`config.mk`:
```
export PLATFORM = sky130hd
export DESIGN_NAME = fp_writeback_ctrl
export DESIGN_NICKNAME = d
export VERILOG_FILES = /design/src/rtl/fp_pkg.sv /design/src/rtl/fp_writeback_ctrl_fifo.sv /design/src/rtl/fp_writeback_ctrl.sv
export SDC_FILE = /design/constraint.sdc
export NUM_CORES = 1
export LEC_CHECK = 0
export ABC_AREA = 1
export CAP_MARGIN = 30
export CORE_AREA = 4 4 165 167
export DETAILED_ROUTE_END_ITERATION = 7
export DIE_AREA = 0 0 169 171
export PLACE_DENSITY = 0.48
export SYNTH_ARGS = -nofsm -noshare
export SYNTH_HDL_FRONTEND = slang
export SYNTH_SLANG_ARGS = --single-unit
```
`constraint.sdc`:
```
create_clock -name clk_i -period 4.5 [get_ports clk_i]
set_input_delay 0.9 -clock clk_i [delete_from_list [all_inputs] [get_ports clk_i]]
set_output_delay 0.9 -clock clk_i [all_outputs]
set_load 0.05 [all_outputs]
```
`src/rtl/fp_pkg.sv`:
```
// Shared types and sizing for the FP register-file writeback path.
package fp_pkg;

  localparam int unsigned FLEN   = 32;
  localparam int unsigned NREG   = 32;
  localparam int unsigned REG_AW = $clog2(NREG);

  typedef logic [REG_AW-1:0] freg_idx_t;

  typedef struct packed {
    freg_idx_t       frd;
    logic [FLEN-1:0] data;
  } fp_wb_t;

endpackage

```
`src/rtl/fp_writeback_ctrl_fifo.sv`:
```
// Small result buffer between the FPU and the register-file write port.
module fp_wb_fifo
  import fp_pkg::*;
#(
  parameter int unsigned DEPTH = 2
) (
  input  logic   clk_i,
  input  logic   rst_ni,
  input  logic   push_i,
  input  fp_wb_t data_i,
  input  logic   pop_i,
  output fp_wb_t data_o,
  output logic   full_o,
  output logic   empty_o
);

  localparam int unsigned AW = $clog2(DEPTH);

  fp_wb_t        mem [DEPTH];
  logic [AW-1:0] wr_ptr;
  logic [AW-1:0] rd_ptr;
  logic [AW:0]   count;
  logic          do_push;
  logic          do_pop;

  assign full_o  = (count == (AW+1)'(DEPTH));
  assign empty_o = (count == '0);
  assign do_push = push_i & ~full_o;
  assign do_pop  = pop_i & ~empty_o;
  assign data_o  = mem[rd_ptr];

  always_ff @(posedge clk_i) begin
    if (!rst_ni) begin
      wr_ptr <= '0;
      rd_ptr <= '0;
      count  <= '0;
    end else begin
      if (do_push) begin
        mem[wr_ptr] <= data_i;
        wr_ptr      <= wr_ptr + 1'b1;
      end
      if (do_pop) begin
        rd_ptr <= rd_ptr + 1'b1;
      end
      case ({do_push, do_pop})
        2'b10:   count <= count + 1'b1;
        2'b01:   count <= count - 1'b1;
        default: count <= count;
      endcase
    end
  end

endmodule

```
`src/rtl/fp_writeback_ctrl.sv`:
```
// FP register-file write controller: load/FPU writeback merge plus pending-write
// scoreboard that stalls issue on RAW/WAW hazards.
module fp_writeback_ctrl
  import fp_pkg::*;
#(
  parameter  int unsigned FLEN       = fp_pkg::FLEN,
  parameter  int unsigned NREG       = fp_pkg::NREG,
  parameter  int unsigned FIFO_DEPTH = 2,
  localparam int unsigned REG_AW     = $clog2(NREG)
) (
  input  logic                   clk_i,
  input  logic                   rst_ni,
  input  logic                   issue_valid_i,
  input  logic [REG_AW-1:0]      issue_frd_i,
  input  logic                   issue_wr_i,
  input  logic [2:0][REG_AW-1:0] issue_rs_i,
  input  logic [2:0]             issue_rs_use_i,
  output logic                   issue_stall_o,
  input  logic                   fpu_valid_i,
  output logic                   fpu_ready_o,
  input  logic [REG_AW-1:0]      fpu_frd_i,
  input  logic [FLEN-1:0]        fpu_data_i,
  input  logic                   ld_valid_i,
  input  logic [REG_AW-1:0]      ld_frd_i,
  input  logic [FLEN-1:0]        ld_data_i,
  output logic                   fregwrite_o,
  output logic [REG_AW-1:0]      frd_o,
  output logic [FLEN-1:0]        writeback_data_o,
  output logic                   idle_o
);

  logic [NREG-1:0] pend;
  logic [NREG-1:0] pend_d;
  logic            raw;
  logic            waw;
  logic            issue_accept;

  fp_wb_t          fifo_in;
  fp_wb_t          fifo_head;
  logic            fifo_full;
  logic            fifo_empty;
  logic            fifo_push;
  logic            fifo_pop;

  always_comb begin
    raw = 1'b0;
    for (int unsigned k = 0; k < 3; k++) begin
      raw = raw | (issue_rs_use_i[k] & pend[issue_rs_i[k]]);
    end
  end

  assign waw           = issue_wr_i & pend[issue_frd_i];
  assign issue_stall_o = issue_valid_i & (waw | raw);
  assign issue_accept  = issue_valid_i & ~issue_stall_o;

  // Clear for the committing write is applied first so a same-cycle set wins.
  always_comb begin
    pend_d = pend;
    if (fregwrite_o) begin
      pend_d[frd_o] = 1'b0;
    end
    if (issue_accept & issue_wr_i) begin
      pend_d[issue_frd_i] = 1'b1;
    end
  end

  assign fpu_ready_o  = ~fifo_full;
  assign fifo_push    = fpu_valid_i & fpu_ready_o;
  assign fifo_pop     = ~ld_valid_i & ~fifo_empty;
  assign fifo_in.frd  = fpu_frd_i;
  assign fifo_in.data = fpu_data_i;

  fp_wb_fifo #(
    .DEPTH (FIFO_DEPTH)
  ) u_fifo (
    .clk_i   (clk_i),
    .rst_ni  (rst_ni),
    .push_i  (fifo_push),
    .data_i  (fifo_in),
    .pop_i   (fifo_pop),
    .data_o  (fifo_head),
    .full_o  (fifo_full),
    .empty_o (fifo_empty)
  );

  always_ff @(posedge clk_i) begin
    if (!rst_ni) begin
      pend             <= '0;
      fregwrite_o      <= 1'b0;
      frd_o            <= '0;
      writeback_data_o <= '0;
    end else begin
      pend        <= pend_d;
      fregwrite_o <= ld_valid_i | ~fifo_empty;
      if (ld_valid_i) begin
        frd_o            <= ld_frd_i;
        writeback_data_o <= ld_data_i;
      end else if (!fifo_empty) begin
        frd_o            <= fifo_head.frd;
        writeback_data_o <= fifo_head.data;
      end
    end
  end

  assign idle_o = (pend == '0) & fifo_empty & ~fregwrite_o;

endmodule

```
Word level (Yosys, flattened, before mapping)
Memory sizes are Yosys's and may differ from the RTL's. A register that Yosys moved wholly into a read port is not among the register bits.
Cells that the tools add are included.
W data, S select, Z words.
{"block": "totals", "output_inout_bits": 41, "inputBits": 103, "memories": 1, "elab_cells": 77, "mem_bits_ro": 0, "latchBits": 0, "ramBits": 74, "reg_bits": 74}
{"block": "classes", "muxes": 24, "n_bitwise": 25, "shifts": 0, "eq_ne": 4, "reduce_logical": 5, "mul": 0, "div": 0, "addsub": 4, "order_cmp": 7}
{"name": "u_fifo.mem", "depth": 2, "width": 37, "read_ports": 1, "rd_clocked_by_memory_dff": 1, "wr": 1, "line_no": "fp_writeback_ctrl_fifo.sv:19", "text": "fp_wb_t mem [DEPTH];"}
{"op": "$mux W32", "n": 4}
{"op": "$and A32 B32 Y32", "n": 1}
{"op": "$logic_not A32 Y1", "n": 1}
{"op": "$not A32 Y32", "n": 1}
{"op": "$or A32 B32 Y32", "n": 1}
{"op": "$lt A5 B6 Y1 const B", "n": 5}
{"op": "$bmux W1 S5", "n": 4}
{"op": "$and A1 B1 Y1", "n": 13}
{"op": "$mux W1", "n": 11}
{"op": "$demux W1 S5", "n": 2}
{"op": "$ge A5 B1 Y1 const B", "n": 2}
{"op": "$mux W5", "n": 2}
{"op": "$not A1 Y1", "n": 5}
{"op": "$eq A2 B2 Y1 const B", "n": 2}
{"op": "$or A1 B1 Y1", "n": 4}
{"op": "$pmux W2 S2", "n": 1}
{"op": "$add A1 B1 Y1 const B", "n": 2}
{"op": "$add A2 B1 Y2 const B", "n": 1}
{"op": "$eq A2 B1 Y1 const B", "n": 1}
{"op": "$logic_and A1 B1 Y1", "n": 2}
{"op": "$logic_not A2 Y1", "n": 1}
{"op": "$ne A2 B2 Y1 const B", "n": 1}
{"op": "$reduce_bool A2 Y1", "n": 1}
{"op": "$sub A2 B1 Y2 const B", "n": 1}

Depth between registers and ports, before layout
Gate-level depths: netlist of the first run.
{"block": "depth", "word_depth": 11, "depth_mapped": 15, "ltp_nobuf": 14}

Cells and area by module
Synthesis of the first run repeated with hierarchy kept, for this count alone.
{"block": "hier_totals", "hier_cells": 965, "area_unflattened_um2": 7868.8}
{"module": "fp_writeback_ctrl", "area_per_inst_um2": 4926.0, "cells_per_inst": 811, "n_inst": 1}
{"module": "fp_wb_fifo", "area_per_inst_um2": 2942.8, "cells_per_inst": 154, "n_inst": 1}

Worst setup path before layout of the first run
OpenSTA, ideal clock, no wires.
{"block": "synth_path", "kind": "input-to-reg", "startpoint": "in rst_ni", "endpoint": "mem u_fifo.mem[1][0] in the netlist's numbering (enable)", "path_buffers": 2, "slack_ps": 69, "required_time_ps": 4023, "arrival_time_ps": 3954, "cell_stages": 4, "cell_sequence": "clkbuf_1 > inv_1 > buf_6 > nor3_1"}
{"block": "synth_between", "elab_chain_cells": 2}
{"element": "from (decl)", "line_no": "fp_writeback_ctrl.sv:12", "text": "input logic rst_ni,"}
{"element": "$mux W1", "line_no": "fp_writeback_ctrl_fifo.sv:33", "text": "if (!rst_ni) begin"}
{"element": "$mux W1 (implied by the code)", "line_no": "fp_writeback_ctrl_fifo.sv:39", "text": "mem[wr_ptr] <= data_i;"}
{"element": "to (decl)", "line_no": "fp_writeback_ctrl_fifo.sv:19"}
Every way passes these cells.

Worst setup path after layout of the first run
{"block": "layout_path", "startpoint": "in issue_rs_i[10] in the netlist's numbering", "endpoint": "out issue_stall_o"}
{"block": "layout_between", "elab_chain_cells": 6}
{"element": "from (decl)", "line_no": "fp_writeback_ctrl.sv:16", "text": "input logic [2:0][REG_AW-1:0] issue_rs_i,"}
{"element": "$bmux W1 S5", "line_no": "fp_writeback_ctrl.sv:48", "text": "raw = raw | (issue_rs_use_i[k] & pend[issue_rs_i[k]]);"}
{"element": "$mux W1 (implied by the code)", "line_no": "fp_writeback_ctrl.sv:48"}
{"element": "$and A1 B1 Y1", "line_no": "fp_writeback_ctrl.sv:48"}
{"element": "$or A1 B1 Y1", "line_no": "fp_writeback_ctrl.sv:48"}
{"element": "$or A1 B1 Y1", "line_no": "fp_writeback_ctrl.sv:53", "text": "assign issue_stall_o = issue_valid_i & (waw | raw);"}
{"element": "$and A1 B1 Y1", "line_no": "fp_writeback_ctrl.sv:53"}
{"element": "to (decl)", "line_no": "fp_writeback_ctrl.sv:18", "text": "output logic issue_stall_o,"}
Every way passes these cells. The select of a mux whose other input is x is not followed.

==> impl_metrics.env, run 1 <==
export IMPL_crit_top_cell="nand3_1"
export IMPL_clock_root_buffer="clkbuf_16"
export IMPL_internal_power_mw=2.73
export IMPL_p_seq_frac=0.393
export IMPL_switching_power_mw=1.37
export IMPL_r2r_cells=12
export IMPL_ctsResizeCount=0
export IMPL_cp_end_kind="output pin"
export IMPL_fp_coreArea_um2=25800
export IMPL_reg2reg_slack_ns=2.39
export IMPL_ys_warn_count=0
export IMPL_drt_wl_total_um=25100
export IMPL_nFillCells=2627
export IMPL_clk_pin_slew_worst_paths_ns=0.07
export IMPL_tns_ns=0
export IMPL_layoutNonFillerInstCount=1378
export IMPL_place_port_buffers=143
export IMPL_clockPowerShare=0.358
export IMPL_power_mw=4.10
export IMPL_slowest_stage="clkdlybuf4s50_1"
export IMPL_cts_hold_buf=0
export IMPL_reg2reg_to="pend[0]"
export IMPL_nets=1135
export IMPL_ant_nets=0
export IMPL_netlist_instances=901
export IMPL_tightest_slew_ns=0.756
export IMPL_cts_max_path_buffers=2
export IMPL_slew_viol_final=0
export IMPL_h_tree_depth=4
export IMPL_max_stage_delay_ns=0.85
export IMPL_reg2reg_from="pend[20]"
export IMPL_rsz0062_at_grt="no"
export IMPL_grt_use_total=0.173
export IMPL_vias_per_cell=4.98
export IMPL_fin_skew_ns=0.0113
export IMPL_cts_sinks=149
export IMPL_crit_chain="clkdlybuf4s50_1 > inv_2 > nand2_1 > nand3_1 > nand3_1 > nand2_1 > nand2_1 > nand3_1 > nand3_1 > nand2_4 > nor2_8 > nor2_1 > buf_4"
export IMPL_worstHoldStart="u_fifo.rd_ptr"
export IMPL_yosysUniqueCellTypes=34
export IMPL_p_leak_nw=3.53
export IMPL_maxClockFrequency_ghz=0.255
export IMPL_worstSetupStartpointType="input pin"
export IMPL_grt_start_max_net_pins=40
export IMPL_grt_overflow=0
export IMPL_hold_viol_final=0
export IMPL_utilization=0.384
export IMPL_post_cts_buffers=0
export IMPL_die_h_um=171
export IMPL_grt_pass1_wl_um=38900
export IMPL_antenna_found_initial=2
export IMPL_critPathRequiredTime_ns=3.60
export IMPL_drc_errors=0
export IMPL_via_count=6859
export IMPL_rows=59
export IMPL_irDropWorstVdd_v=0.000281
export IMPL_drv_cap=0
export IMPL_worst_skew_pair_late_latency_ns=0.42
export IMPL_power_density_nw_per_um2=414
export IMPL_crit_buf_inv=3
export IMPL_pwr_share_comb=0.249
export IMPL_fin_area_um2=9900
export IMPL_ys_ff_latch=149
export IMPL_start_util=0.297
export IMPL_netSwitchingFraction=0.334
export IMPL_firstDrtPassIters=5
export IMPL_seq_area_frac_synth=0.487
export IMPL_fin_crit_sh=0.871
export IMPL_ios=144
export IMPL_area_growth_pct=29.4
export IMPL_drive_gt1_frac=0.136
export IMPL_syn_area_um2=7650
export IMPL_cp_arrival_ns=3.02
export IMPL_placed_area_um2=9300
export IMPL_syn_nets=1005
export IMPL_slew_headroom=0.495
export IMPL_die_w_um=169
export IMPL_hold_depth=1
export IMPL_dp_hpwl_um=16700
export IMPL_cts_tree="yes"
export IMPL_syn_area_per_cell_um2=8.49
export IMPL_crit_fanout=17
export IMPL_wire_per_inst_um=18.2
export IMPL_place_inst=1347
export IMPL_cpLargestDelayFamily="buffers and inverters"
export IMPL_n_antenna_cell=0
export IMPL_period_needed_ns=3.92
export IMPL_numCtsBuffers=17
export IMPL_outcome="complete, no violations"
export IMPL_criticalPathCategory="in -> out"
export IMPL_hold_path_class="reg -> reg"
export IMPL_dieArea_um2=28900
export IMPL_setup_viol=0
export IMPL_grt_pass1_vias=6751
export IMPL_gp_congestion=0.863
export IMPL_drt_initial_drc_count=459
==> cell usage after synthesis <==
cell type / number / area share
nand2_1: 204 / 0.10
nand3_1: 117 / 0.077
dfxtp_1: 75 / 0.20
edfxtp_1: 74 / 0.29
nor2_1: 72 / 0.035
inv_1: 53 / 0.026
o21ai_0: 51 / 0.033
a21oi_1: 45 / 0.029
nand3_2: 31 / 0.041
a21oi_2: 29 / 0.033
clkbuf_1: 22 / 0.011
o211ai_1: 19 / 0.019
or2_2: 19 / 0.016
o311ai_0: 14 / 0.016
buf_6: 11 / 0.016
nand4_1: 9 / 0.0074
nor3_1: 9 / 0.0059
nor4_1: 9 / 0.0074
buf_2: 6 / 0.0039
a221oi_1: 5 / 0.0057
buf_4: 4 / 0.0039
inv_2: 4 / 0.0020
buf_12: 3 / 0.0078
buf_1: 2 / 0.00098
clkinv_1: 2 / 0.00098
mux2i_1: 2 / 0.0026
nand2_4: 2 / 0.0029
o221ai_1: 2 / 0.0023
ha_1: 1 / 0.0016
inv_6: 1 / 0.0011
nand2_2: 1 / 0.00082
nand3b_1: 1 / 0.00098
nor2_2: 1 / 0.00082
nor2_8: 1 / 0.0026
==> sequential cells by signal (all words and copies together), names as in the netlist, named ones only <==
signal,count
writeback_data_o,32
frd_o,5
u_fifo.rd_ptr,1
u_fifo.wr_ptr,1
pend,32
u_fifo.count,2
u_fifo.mem,74
fregwrite_o,1
==> metrics by stage <==
stage | setup slack [ns] | hold WS, ns
floorplan | 0.0690 | 0.426
global placement | 0.608 | 0.437
detailed placement | 0.589 | 0.441
CTS | 0.584 | 0.452
global route | 0.347 | 0.494
finish | 0.581 | 0.454
==> worst reg2reg max path, cell delays in order, from the launching register on <==
cell	delay, ns
dfxtp_1	0.46
nand3_1	0.16
nand4_1	0.10
nand2_1	0.07
nand2_1	0.05
nor2_1	0.09
nand2_1	0.11
nand2_2	0.09
nand2_4	0.07
nor2_8	0.12
buf_4	0.43
nand3_1	0.15
a21oi_1	0.15
==> cells by family (layout without fill, tap and decap cells) <==
group,Yosys count,in the layout,synth area share
compound gates,165,165,0.139
fa+ha+maj,1,1,0.00163
buf+inv,108,250,0.0737
flops,149,149,0.487
mux,2,2,0.00262
simple gates,476,476,0.297
==> power by group through the flow <==
| stage | sequential [mW] | combinational (mW) | clock, mW |
|---|---|---|---|
| after floorplan | 1.83 | 0.460 | 0 |
| after global placement | 1.64 | 1.04 | 0 |
| after detailed placement | 1.64 | 1.04 | 0 |
| after CTS | 1.61 | 1.05 | 1.51 |
| after global routing | 1.63 | 1.12 | 1.58 |
| final | 1.61 | 1.02 | 1.47 |
==> worst max-delay path by stage <==
| stage | startpoint | end | slack [ns] | depth (start not counted) |
|---|---|---|---|---|
| after global placement | issue_rs_i[10] | issue_stall_o | 0.61 | 13 |
| final | issue_rs_i[10] | issue_stall_o | 0.58 | 13 |
| after global routing | issue_rs_i[10] | issue_stall_o | 0.35 | 13 |
| after floorplan | rst_ni | u_fifo.mem[1][0] | 0.07 | 4 |
| after detailed placement | issue_rs_i[10] | issue_stall_o | 0.59 | 13 |
| after CTS | issue_rs_i[10] | issue_stall_o | 0.58 | 13 |
==> layer usage <==
metal,routed length [µm],part of all wire,GRT usage,up-vias
met1,10700,0.42,0.219,3205
met5,14,0.00056,0,-
met4,540,0.021,0.0459,4
met2,12000,0.48,0.287,214
li1,-,-,-,3394
met3,1950,0.078,0.0568,42
==> final cells by class <==
type                       instances  area [µm²]  area share
clock buffer                      17         425      0.0430
clock inverter                    14         178      0.0179
inverter                          60         230      0.0232
multi-input combinational        644        3380       0.342
sequential                       149        3720       0.376
tap                              335         419      0.0423
timing repair buffer             159        1540       0.156
==> cells in the final DEF (no fill, tap or decap), types with 2 or more instances in the layout <==
master             n
a221oi_1           5
inv_6              7
inv_1             52
nor2_1            70
nand2_1          204
o221ai_1           2
dfxtp_1           75
clkbuf_16         17
nor3_1             8
nand3_1          117
nand4_1            9
nor4_1             9
o21ai_0           51
edfxtp_1          74
clkdlybuf4s50_1  141
nand3_2           31
buf_4             17
clkinv_1           2
or2_2             19
inv_8              5
a21oi_1           45
nor2_4             2
o211ai_1          19
mux2i_1            2
o311ai_0          14
inv_2              5
a21oi_2           29
bufinv_16          2
nand2_4            2
No activity file was read; power rests on OpenSTA's default activity.
==> inputs of run 2 (changes only) <==
==> constraint.sdc (replaced) <==
create_clock -name clk_i -period 4.5 [get_ports clk_i]
set_input_delay 0.45 -clock clk_i [delete_from_list [all_inputs] [get_ports clk_i]]
set_output_delay 0.45 -clock clk_i [all_outputs]
set_load 0.05 [all_outputs]
==> impl_metrics.env, run 2 (synthesis results as in run 1) <==
export IMPL_outcome="complete, no violations"
export IMPL_setup_viol=0
export IMPL_slew_viol_final=0
export IMPL_netSwitchingFraction=0.352
export IMPL_antenna_found_initial=3
export IMPL_placed_area_um2=9290
export IMPL_grt_pass1_vias=6765
export IMPL_fin_area_um2=9890
export IMPL_dieArea_um2=28900
export IMPL_cts_tree="yes"
export IMPL_pre_cts_slack_ns=0.751
export IMPL_clockPowerShare=0.352
export IMPL_slowest_stage="clkdlybuf4s50_1"
export IMPL_top_register="u_fifo.mem"
export IMPL_multiInputGateArea_um2=3380
export IMPL_numCtsBuffers=17
export IMPL_p_leak_nw=3.51
export IMPL_vias_per_cell=4.94
export IMPL_crit_fanout=20
export IMPL_nFillCells=2660
export IMPL_h_tree_depth=4
export IMPL_critPathRequiredTime_ns=4.05
export IMPL_largest_reg_flops=74
export IMPL_worst_skew_pair_late_latency_ns=0.43
export IMPL_hold_path_class="reg -> reg"
export IMPL_rows=59
export IMPL_ios=144
export IMPL_cts_hold_buf=0
export IMPL_internal_power_mw=2.64
export IMPL_gp_congestion=0.811
export IMPL_p_seq_frac=0.394
export IMPL_cts_max_path_buffers=2
export IMPL_grt_overflow=0
export IMPL_fin_crit_sh=0.829
export IMPL_dp_hpwl_um=16800
export IMPL_drv_cap=0
export IMPL_die_w_um=169
export IMPL_slew_headroom=0.524
export IMPL_maxClockFrequency_ghz=0.268
export IMPL_ant_nets=0
export IMPL_crit_chain="clkdlybuf4s50_1 > nor2_2 > nand2_1 > nand3_1 > nand2_1 > nand2_1 > nor2_1 > nand2_1 > nand2_2 > nand2_4 > nor2_8 > nor2_1 > clkdlybuf4s50_1"
export IMPL_post_cts_buffers=0
export IMPL_tightest_slew_ns=0.712
export IMPL_criticalPathCategory="in -> out"
export IMPL_irDropWorstVdd_v=0.000278
export IMPL_hold_viol_final=0
export IMPL_cts_sinks=149
export IMPL_worstSetupStartpointType="input pin"
export IMPL_n_antenna_cell=0
export IMPL_rsz0062_at_grt="no"
export IMPL_pwr_share_comb=0.254
export IMPL_fp_coreArea_um2=25800
export IMPL_reg_top3="u_fifo.mem: 74 flops, pend: 32 flops, writeback_data_o: 32 flops"
export IMPL_crit_buf_inv=2
export IMPL_grt_start_max_net_pins=41
export IMPL_drc_errors=0
export IMPL_cp_end_kind="output pin"
export IMPL_grt_pass1_wl_um=38900
export IMPL_utilization=0.384
export IMPL_via_count=6792
export IMPL_grt_use_total=0.174
export IMPL_nets=1130
export IMPL_seq_area_um2=3720
export IMPL_fin_skew_ns=0.0187
export IMPL_switching_power_mw=1.43
export IMPL_clock_root_buffer="clkbuf_16"
export IMPL_start_util=0.297
export IMPL_die_h_um=171
export IMPL_power_mw=4.07
export IMPL_drt_initial_drc_count=454
export IMPL_place_inst=1342
export IMPL_tns_ns=0
export IMPL_clk_pin_slew_worst_paths_ns=0.07
export IMPL_period_needed_ns=3.73
export IMPL_cp_arrival_ns=3.28
export IMPL_crit_top_cell="nand2_1"
export IMPL_ctsResizeCount=0
export IMPL_area_growth_pct=29.3
export IMPL_layoutNonFillerInstCount=1374
export IMPL_drive_gt1_frac=0.131
export IMPL_firstDrtPassIters=5
export IMPL_wire_per_inst_um=18.4
export IMPL_cpLargestDelayFamily="buffers and inverters"
export IMPL_hold_slack_ns=0.454
export IMPL_drt_wl_total_um=25300
export IMPL_mostFrequentLayoutCells="204 x nand2_1, 142 x clkdlybuf4s50_1, 117 x nand3_1, 75 x dfxtp_1, 74 x edfxtp_1"
export IMPL_power_density_nw_per_um2=412
export IMPL_fin_ws_ns=0.770
export IMPL_layout_commonest_cell="nand2_1"
export IMPL_place_port_buffers=143
export IMPL_max_stage_delay_ns=0.80
-- run 2: worst reg2reg max path, delay by kind of cell, from the launching register on --
kind	cells	cell delay (ns)
buffers and inverters	4	1.41
flip-flops	1	0.31
AND/OR/NAND/NOR	2	0.22
AO/OA/AOI/OAI	1	0.14
-- run 2: final cells by class --
cell class | count | area share
Sequential cell | 149 | 0.376
Tap cell | 335 | 0.0424
Timing Repair Buffer | 154 | 0.155
Clock inverter | 15 | 0.0181
Clock buffer | 17 | 0.0430
Multi-Input combinational cell | 644 | 0.342
Inverter | 60 | 0.0233
-- run 2: metal layers --
layer	global-route usage	vias up	routed length, µm
met2	0.292	208	11700
met3	0.0469	45	1820
met5	0	-	43
li1	-	3376	-
met4	0.0574	6	641
met1	0.218	3157	11100
-- run 2: worst paths after layout --
kind	slack, ns	end	cells after the start	startpoint
setup / recovery	0.77	issue_stall_o	13	issue_frd_i[0]
setup reg to reg	2.32	writeback_data_o[31]	7	flip-flop
hold reg to reg	0.45	flip-flop	1	u_fifo.rd_ptr
hold / removal	0.45	flip-flop	1	u_fifo.rd_ptr
-- run 2: power groups by stage --
stage | Combinational, mW | Clock, mW | Sequential [mW]
after floorplan | 0.460 | 0 | 1.83
after global placement | 1.05 | 0 | 1.63
after detailed placement | 1.05 | 0 | 1.63
after CTS | 1.05 | 1.47 | 1.60
after global routing | 1.13 | 1.52 | 1.62
final | 1.03 | 1.44 | 1.60
